`src/rtl/wb_gpio_pkg.sv`:
```
// Shared definitions for the Wishbone GPIO bank: register offsets, CFG version, IRQ grouping.
// Latency: n/a (package only).
// Backpressure: n/a (package only).
package wb_gpio_pkg;

   // Byte offsets of the registers inside the 256-byte window
   localparam logic [7:0] OFS_OUT  = 8'h00;
   localparam logic [7:0] OFS_OEB  = 8'h04;
   localparam logic [7:0] OFS_IN   = 8'h08;
   localparam logic [7:0] OFS_IEN  = 8'h0C;
   localparam logic [7:0] OFS_RISE = 8'h10;
   localparam logic [7:0] OFS_PEND = 8'h14;
   localparam logic [7:0] OFS_CFG  = 8'h18;

   // Reported in the top byte of CFG so software can detect the register layout
   localparam logic [7:0] CFG_VERSION = 8'h01;

   // Pins are dealt round-robin onto the interrupt lines
   function automatic int irq_group(input int i, input int irq_w);
      return i % irq_w;
   endfunction

endpackage

```
`src/rtl/gpio_sync_edge.sv`:
```
// Synchronises asynchronous pad inputs and flags the selected edge per pin.
// Latency: pin change reaches in_o after SYNC_STAGES cycles; edge_o is combinational from in_o and prev.
// Backpressure: none; samples every cycle.
module gpio_sync_edge #(
   parameter int N_IO        = 17,
   parameter int SYNC_STAGES = 2
) (
   input  logic            clk_i,
   input  logic            rst_ni,
   input  logic [N_IO-1:0] pin_i,
   input  logic [N_IO-1:0] rise_i,
   output logic [N_IO-1:0] in_o,
   output logic [N_IO-1:0] edge_o
);

   logic [N_IO-1:0] sync_q [SYNC_STAGES];
   logic [N_IO-1:0] prev_q;

   // Synchroniser chain plus one extra delayed copy for edge detection
   always_ff @(posedge clk_i or negedge rst_ni) begin
      if (!rst_ni) begin
         for (int s = 0; s < SYNC_STAGES; s++) begin
            sync_q[s] <= '0;
         end
         prev_q <= '0;
      end else begin
         sync_q[0] <= pin_i;
         for (int s = 1; s < SYNC_STAGES; s++) begin
            sync_q[s] <= sync_q[s-1];
         end
         prev_q <= sync_q[SYNC_STAGES-1];
      end
   end

   assign in_o = sync_q[SYNC_STAGES-1];

   // rise_i picks rising (1) or falling (0) detection independently per pin
   assign edge_o = (rise_i & in_o & ~prev_q) | (~rise_i & ~in_o & prev_q);

endmodule

```
`src/rtl/wb_gpio_bank.sv`:
```
// Wishbone-slave GPIO bank: pad output/direction registers, synchronised inputs, edge IRQs.
// Latency: ack one cycle after request; pin edge to PEND is SYNC_STAGES+1 cycles.
// Backpressure: at most one request in flight; next request is sampled only after ack drops.
module wb_gpio_bank
   import wb_gpio_pkg::*;
#(
   parameter int          N_IO        = 17,
   parameter int          IRQ_W       = 3,
   parameter logic [31:0] BASE_ADR    = 32'h3000_0000,
   parameter int          SYNC_STAGES = 2
) (
   input  logic             wb_clk_i,
   input  logic             wb_rst_ni,
   input  logic             wbs_cyc_i,
   input  logic             wbs_stb_i,
   input  logic             wbs_we_i,
   input  logic [3:0]       wbs_sel_i,
   input  logic [31:0]      wbs_adr_i,
   input  logic [31:0]      wbs_dat_i,
   output logic             wbs_ack_o,
   output logic [31:0]      wbs_dat_o,
   input  logic [N_IO-1:0]  io_in,
   output logic [N_IO-1:0]  io_out,
   output logic [N_IO-1:0]  io_oeb,
   output logic [IRQ_W-1:0] irq
);

   logic [N_IO-1:0] out_q,  out_d;
   logic [N_IO-1:0] oeb_q,  oeb_d;
   logic [N_IO-1:0] ien_q,  ien_d;
   logic [N_IO-1:0] rise_q, rise_d;
   logic [N_IO-1:0] pend_q, pend_d;
   logic            ack_q,  ack_d;
   logic [31:0]     dat_q,  dat_d;

   logic [N_IO-1:0] in_sync;
   logic [N_IO-1:0] edge_hit;
   logic [N_IO-1:0] wmask;
   logic [N_IO-1:0] wdata;
   logic [31:0]     rdata;
   logic [7:0]      ofs;
   logic            req;
   logic            wr_en;
   logic            unused_bits;

   gpio_sync_edge #(
      .N_IO        (N_IO),
      .SYNC_STAGES (SYNC_STAGES)
   ) u_sync_edge (
      .clk_i  (wb_clk_i),
      .rst_ni (wb_rst_ni),
      .pin_i  (io_in),
      .rise_i (rise_q),
      .in_o   (in_sync),
      .edge_o (edge_hit)
   );

   // Upper data/select bits are ignored when N_IO < 32
   assign unused_bits = ^{wbs_dat_i, wbs_sel_i};

   assign ofs   = wbs_adr_i[7:0];
   // Holding off while ack is high gives the one-cycle gap between back-to-back accesses
   assign req   = wbs_cyc_i & wbs_stb_i & (wbs_adr_i[31:8] == BASE_ADR[31:8]) & ~ack_q;
   assign wr_en = req & wbs_we_i;
   assign wdata = wbs_dat_i[N_IO-1:0];

   // Expand byte-lane selects to a per-pin write mask
   always_comb begin
      wmask = '0;
      for (int i = 0; i < N_IO; i++) begin
         wmask[i] = wbs_sel_i[i/8];
      end
   end

   // Read mux on the request address; unmapped offsets return 0
   always_comb begin
      rdata = '0;
      case (ofs)
         OFS_OUT:  rdata[N_IO-1:0] = out_q;
         OFS_OEB:  rdata[N_IO-1:0] = oeb_q;
         OFS_IN:   rdata[N_IO-1:0] = in_sync;
         OFS_IEN:  rdata[N_IO-1:0] = ien_q;
         OFS_RISE: rdata[N_IO-1:0] = rise_q;
         OFS_PEND: rdata[N_IO-1:0] = pend_q;
         OFS_CFG:  rdata = {CFG_VERSION, 8'd0, 8'(IRQ_W), 8'(N_IO)};
         default:  rdata = '0;
      endcase
   end

   // Next-state for the register file, handshake and pending flags
   always_comb begin
      out_d  = out_q;
      oeb_d  = oeb_q;
      ien_d  = ien_q;
      rise_d = rise_q;
      pend_d = pend_q;
      ack_d  = req;
      dat_d  = (req && !wbs_we_i) ? rdata : 32'd0;
      if (wr_en) begin
         case (ofs)
            OFS_OUT:  out_d  = (out_q  & ~wmask) | (wdata & wmask);
            OFS_OEB:  oeb_d  = (oeb_q  & ~wmask) | (wdata & wmask);
            OFS_IEN:  ien_d  = (ien_q  & ~wmask) | (wdata & wmask);
            OFS_RISE: rise_d = (rise_q & ~wmask) | (wdata & wmask);
            OFS_PEND: pend_d = pend_q & ~(wdata & wmask);
            default:  ;
         endcase
      end
      // Applied after the W1C so a coincident edge keeps the flag set
      pend_d = pend_d | (edge_hit & ien_q);
   end

   // State registers; reset parks all pins as inputs
   always_ff @(posedge wb_clk_i or negedge wb_rst_ni) begin
      if (!wb_rst_ni) begin
         out_q  <= '0;
         oeb_q  <= '1;
         ien_q  <= '0;
         rise_q <= '0;
         pend_q <= '0;
         ack_q  <= 1'b0;
         dat_q  <= '0;
      end else begin
         out_q  <= out_d;
         oeb_q  <= oeb_d;
         ien_q  <= ien_d;
         rise_q <= rise_d;
         pend_q <= pend_d;
         ack_q  <= ack_d;
         dat_q  <= dat_d;
      end
   end

   // Level interrupts: enabled pending pins OR-ed onto their group line
   always_comb begin
      irq = '0;
      for (int k = 0; k < IRQ_W; k++) begin
         for (int i = 0; i < N_IO; i++) begin
            if (irq_group(i, IRQ_W) == k) begin
               irq[k] = irq[k] | (pend_q[i] & ien_q[i]);
            end
         end
      end
   end

   assign wbs_ack_o = ack_q;
   assign wbs_dat_o = dat_q;
   assign io_out    = out_q;
   assign io_oeb    = oeb_q;

endmodule
```
`config.mk`:
```
export PLATFORM = sky130hd
export DESIGN_NAME = wb_gpio_bank
export DESIGN_NICKNAME = d
export VERILOG_FILES = /design/src/rtl/wb_gpio_pkg.sv /design/src/rtl/gpio_sync_edge.sv /design/src/rtl/wb_gpio_bank.sv
export SDC_FILE = /design/constraint.sdc
export NUM_CORES = 1
export LEC_CHECK = 0
export CORE_ASPECT_RATIO = 0.7
export CORE_MARGIN = 2
export CORE_UTILIZATION = 30
export CTS_CLUSTER_DIAMETER = 200
export DETAILED_ROUTE_END_ITERATION = 6
export PLACE_DENSITY = 0.54
export SLEW_MARGIN = 5
export SYNTH_ARGS = -nofsm -noshare
export SYNTH_HDL_FRONTEND = slang
export SYNTH_SLANG_ARGS = --single-unit
```
`constraint.sdc`:
```
create_clock -name wb_clk_i -period 2.5 [get_ports wb_clk_i]
set_clock_uncertainty 0.1 [all_clocks]
set_input_delay 0.5 -clock wb_clk_i [delete_from_list [all_inputs] [get_ports wb_clk_i]]
set_output_delay 0.5 -clock wb_clk_i [all_outputs]
set_load 0.01 [all_outputs]
```
Word-level counts from Yosys, hierarchy flattened
Cells that the tools add are included.

Output and inout port bits: 70. Bits of input ports: 90. Register bits after elaboration: 169. Logic and storage cells: 87.

Bitwise gates (word level): 58. Reductions and logical operators: 7. Muxes and demuxes: 5. Eq/ne operators: 7.

Operators by type and width (number): 17-bit AND (11); 17-bit one-hot mux with 7 select lines (1); 17-bit bitwise OR (6); 17-bit inverter (5); 17-bit 2-to-1 mux (2); 32-bit 2-to-1 mux (1); 24-bit by 22-bit equality test with 1-bit output, second input constant (1); 8-bit by 5-bit equality test with 1-bit output, second input constant (3); 1-bit AND (21); 8-bit by 4-bit equality test with 1-bit output, second input constant (2); 1-bit bitwise OR (14); 8-bit by 3-bit equality test with 1-bit output, second input constant (1); 8-bit zero test (1); 8-bit 2-to-1 mux (1); 2-bit AND reduction (4); 1-bit logical AND (1); 1-bit zero test (1); 1-bit inverter (1).

Longest topological paths before layout
Word-level depth: 6. Gate-level depth with buffers: 7. Depth with buffers taken out: 4.

By module
From an unflattened synthesis, not the netlist that was laid out.

Cells, all modules: 527. Area total of the unflattened synthesis: 6771.5 µm².

By module, submodules not included: wb_gpio_bank (seq. area each 2623.8 µm², times used 1, area an instance 5084.9 µm², cells an instance 408); gpio_sync_edge (seq. area each 1276.2 µm², times used 1, area an instance 1686.6 µm², cells an instance 119).

Worst setup path after synthesis
Ideal clock, no wire load.

Path type: in2reg. Start: in wbs_adr_i[0]. End: reg with a tool-made name. Library setup time: 0.125 ns. Required time: 2.275 ns. Path slack: 0.010 ns. Buffers on the path: 2. Data arrival time: 2.265 ns. Stages on the path: 6. Cell sequence: or4_1 -> buf_2 -> nor4_4 -> buf_4 -> nor3b_4 -> mux2_2.

RTL lines: start: declaration (line wb_gpio_bank.sv:18) `input logic [31:0] wbs_adr_i,`.

Worst setup path after layout
Start: in wbs_adr_i[28]. End: reg pend_q[15].

Cells in the longest elaborated chain, start to end: 6.

RTL lines: 24-bit by 22-bit equality test with 1-bit output (line wb_gpio_bank.sv:63) `assign req = wbs_cyc_i & wbs_stb_i & (wbs_adr_i[31:8] == BASE_ADR[31:8]) & ~ack_q;`; 1-bit AND (2 in series) (line wb_gpio_bank.sv:63); 1-bit AND (line wb_gpio_bank.sv:64) `assign wr_en = req & wbs_we_i;`; 17-bit 2-to-1 mux (line wb_gpio_bank.sv:99) `if (wr_en) begin`; 17-bit bitwise OR (line wb_gpio_bank.sv:110) `pend_d = pend_d | (edge_hit & ien_q);`; named net pend_d[15] (line wb_gpio_bank.sv:32) `logic [N_IO-1:0] pend_q, pend_d;`; end signal: assignment (line wb_gpio_bank.sv:128) `pend_q <= pend_d;`; end: declaration (line wb_gpio_bank.sv:32).

The timed path passes the listed nets, and every way through them passes these cells. A chain may end at the register's enable or synchronous reset.

==> results.sh <==
export IMPL_grt_pass1_wl_um=30900
export IMPL_hold_viol=0
export IMPL_cts_path_max_buffers=2
export IMPL_peakVddDrop_v=0.000427
export IMPL_cts_tree="done"
export IMPL_vias=5229
export IMPL_synth_cells=553
export IMPL_p_int_mw=4.13
export IMPL_globalRouteTotalUtil=0.176
export IMPL_path_cells="clkdlybuf4s50_1 > nor4bb_4 > nand4_1 > buf_4 > clkbuf_16 > or4_1 > a22o_1"
export IMPL_async_flop_share=1.00
export IMPL_drt_pass1_iter_count=5
export IMPL_coreArea_um2=21800
export IMPL_cts_sinks=155
export IMPL_synthDistinctLibCells=43
export IMPL_end_kind="flop"
export IMPL_synthToLayoutAreaGrowth_pct=42.5
export IMPL_yosys_area_top_type_share=0.513
export IMPL_clk_pin_slew_worst_paths_ns=0.07
export IMPL_power_switching_mw=1.34
export IMPL_ys_warn_count=0
export IMPL_cp_data_arrival_time_ns=2.66
export IMPL_min_from="u_sync_edge.sync_q[30]"
export IMPL_p_seq_frac=0.471
export IMPL_remaining_drc_errors=0
export IMPL_io_pins=160
export IMPL_clk_insertion_delay_late_ns=0.43
export IMPL_io_buffers=129
export IMPL_diodes=0
export IMPL_cp_data_required_time_ns=2.72
export IMPL_critical_path_class="in2reg"
export IMPL_status="finished, final reports clean"
export IMPL_cts_buffers=17
export IMPL_p_comb_frac=0.064
export IMPL_gp_congestion=0.894
export IMPL_h_tree_depth=4
export IMPL_fin_crit_ns=2.45
export IMPL_synth_seq_area_share=0.579
export IMPL_synthTopCellsByArea="dfrtp_1 (51%), mux2_2 (14%), dfstp_2 (6.6%)"
export IMPL_nets=844
export IMPL_dieArea_um2=23700
export IMPL_final_common_cell="dfrtp_1"
export IMPL_antenna_found_initial=0
export IMPL_cts_root_buf="clkbuf_16"
export IMPL_p_clk_frac=0.464
export IMPL_dp_hpwl_um=14700
export IMPL_die_w_um=183
export IMPL_grt_max_degree=52
export IMPL_powerDensity_nw_per_um2=570
export IMPL_synth_edf_count=0
export IMPL_synth_area_per_cell_um2=12.2
export IMPL_hp_class="reg2reg"
export IMPL_num_rows=45
export IMPL_fmax_mhz=408
export IMPL_crit_start="wbs_adr_i[28]"
export IMPL_swShare=0.244
export IMPL_synth_area_um2=6740
export IMPL_overflow=0
export IMPL_drtAntennaViolNets=0
export IMPL_routed_via_density=4.98
export IMPL_slew_violations=0
export IMPL_ys_ff_latch=155
export IMPL_worstSetupStartpointType="primary input"
export IMPL_grt_pass1_vias=5405
export IMPL_power_total_mw=5.47
export IMPL_worstPathMaxFanout=14
export IMPL_p_leak_nw=4.18
export IMPL_setup_ws_ns=0.0516
export IMPL_dieHeight_um=129
export IMPL_final_cell_mix="dfrtp_1 (138), clkdlybuf4s50_1 (127), nand2_1 (84), mux2_2 (82), buf_4 (65)"
export IMPL_detail_route_wl_per_cell_um=19.6
export IMPL_setup_viol=0
export IMPL_drt_iter0_drc=298
export IMPL_rsz0062_at_grt="false"
export IMPL_synth_ff_type="dfrtp_1"
export IMPL_timing_rr_start="wbs_ack_o"
export IMPL_slowest_delay_ns=0.54
export IMPL_finalCritPeriodShare=0.979
export IMPL_initial_core_util=0.308
export IMPL_wl_um=20600
export IMPL_maxCapViolCount=0
export IMPL_drive_gt1_frac=0.297
export IMPL_place_ws_ns=-0.612
export IMPL_slowest_stage="or4_1"
export IMPL_yosys_area_top_type="dfrtp_1"
through the flow:
step                utilization  area (um^2)  cells  TNS (ns)  hold WS (ns)
finish                    0.439         9600   1049         0         0.248
global placement          0.406         8870   1010    -31.68         0.236
floorplan                     -         6790    566         0         0.104
global route              0.439         9600   1049         0         0.253
detailed placement        0.406         8870   1010    -36.82         0.235
CTS                       0.435         9490   1044         0         0.249
worst max-delay path: cells and delay by family:
family	cells	cell delay, ns
compound gates	1	0.24
buf+inv	3	0.87
simple gates	3	1.06
routing by layer:
layer,global-route usage,part of all wire
met1,0.247,0.48
met2,0.269,0.44
met3,0.0444,0.058
met4,0.0532,0.018
met5,0,0
synth_stat cells (2+ instances only):
cell type	n
buf_1	2
nand2b_1	2
inv_1	6
nor3_4	2
nor4b_1	3
o21ai_0	19
and3_1	2
nor3b_4	2
nor2_1	21
nor4_1	9
clkbuf_1	17
mux2_2	82
nor2b_1	2
a22oi_1	23
nor3_2	3
a31oi_1	17
dfrtp_1	138
and2_1	4
dfstp_2	17
o221ai_1	4
buf_4	15
nor4_2	2
nand4_1	6
nor4_4	3
or4_1	16
nand3_1	5
nor3b_1	3
buf_2	3
nand2_1	84
a22o_1	28
timing repair:
action                                  in CTS  in global routing
setup buffers                                1                  4
pin swaps                                    1                  3
gates cloned                                 0                  1
endpoints found under the setup margin      26                 13
hold endpoints to repair                    42                  0
hold buffers                                 1                  0
resized for setup                            4                  6
cell families after synthesis:
family | after synthesis | synth area share
and+or+nand+nor | 174 | 0.145
buffers and inverters | 43 | 0.0329
other | 1 | 0.000557
DFF | 155 | 0.579
muxes | 84 | 0.140
AOI/OAI and AO/OA | 96 | 0.103
power groups by stage:
stage          logic [mW]  registers, mW  clock network, mW
4_1_cts             0.351           2.58               2.59
6_report            0.352           2.58               2.54
5_1_grt             0.385           2.58               2.70
3_3_place_gp        0.340           2.62                  0
2_1_floorplan      0.0990           2.61                  0
3_5_place_dp        0.345           2.62                  0
worst paths after layout:
| path | depth (start not counted) | to | slack (ns) |
|---|---|---|---|
| max | 7 | pend_q[15] | 0.05 |
| min | 0 | u_sync_edge.in_o[13] | 0.25 |
| max reg2reg | 8 | flop | 0.43 |
| min reg2reg | 0 | u_sync_edge.in_o[13] | 0.25 |
| max in group asynchronous | 3 | asynchronous set/reset pin | 1.08 |
| min in group asynchronous | 2 | u_sync_edge.sync_q[31] | 0.49 |
final cells by class:
type / count / area, um^2
inverter: 6 / 22.5
fill: 2023 / 12200
sequential: 155 / 3900
multi-input combinational: 368 / 2720
timing repair buffer: 206 / 2020
clock inverter: 15 / 160
tap: 282 / 353
clock buffer: 17 / 425
Note: power is estimated with default switching activity, not from simulation.
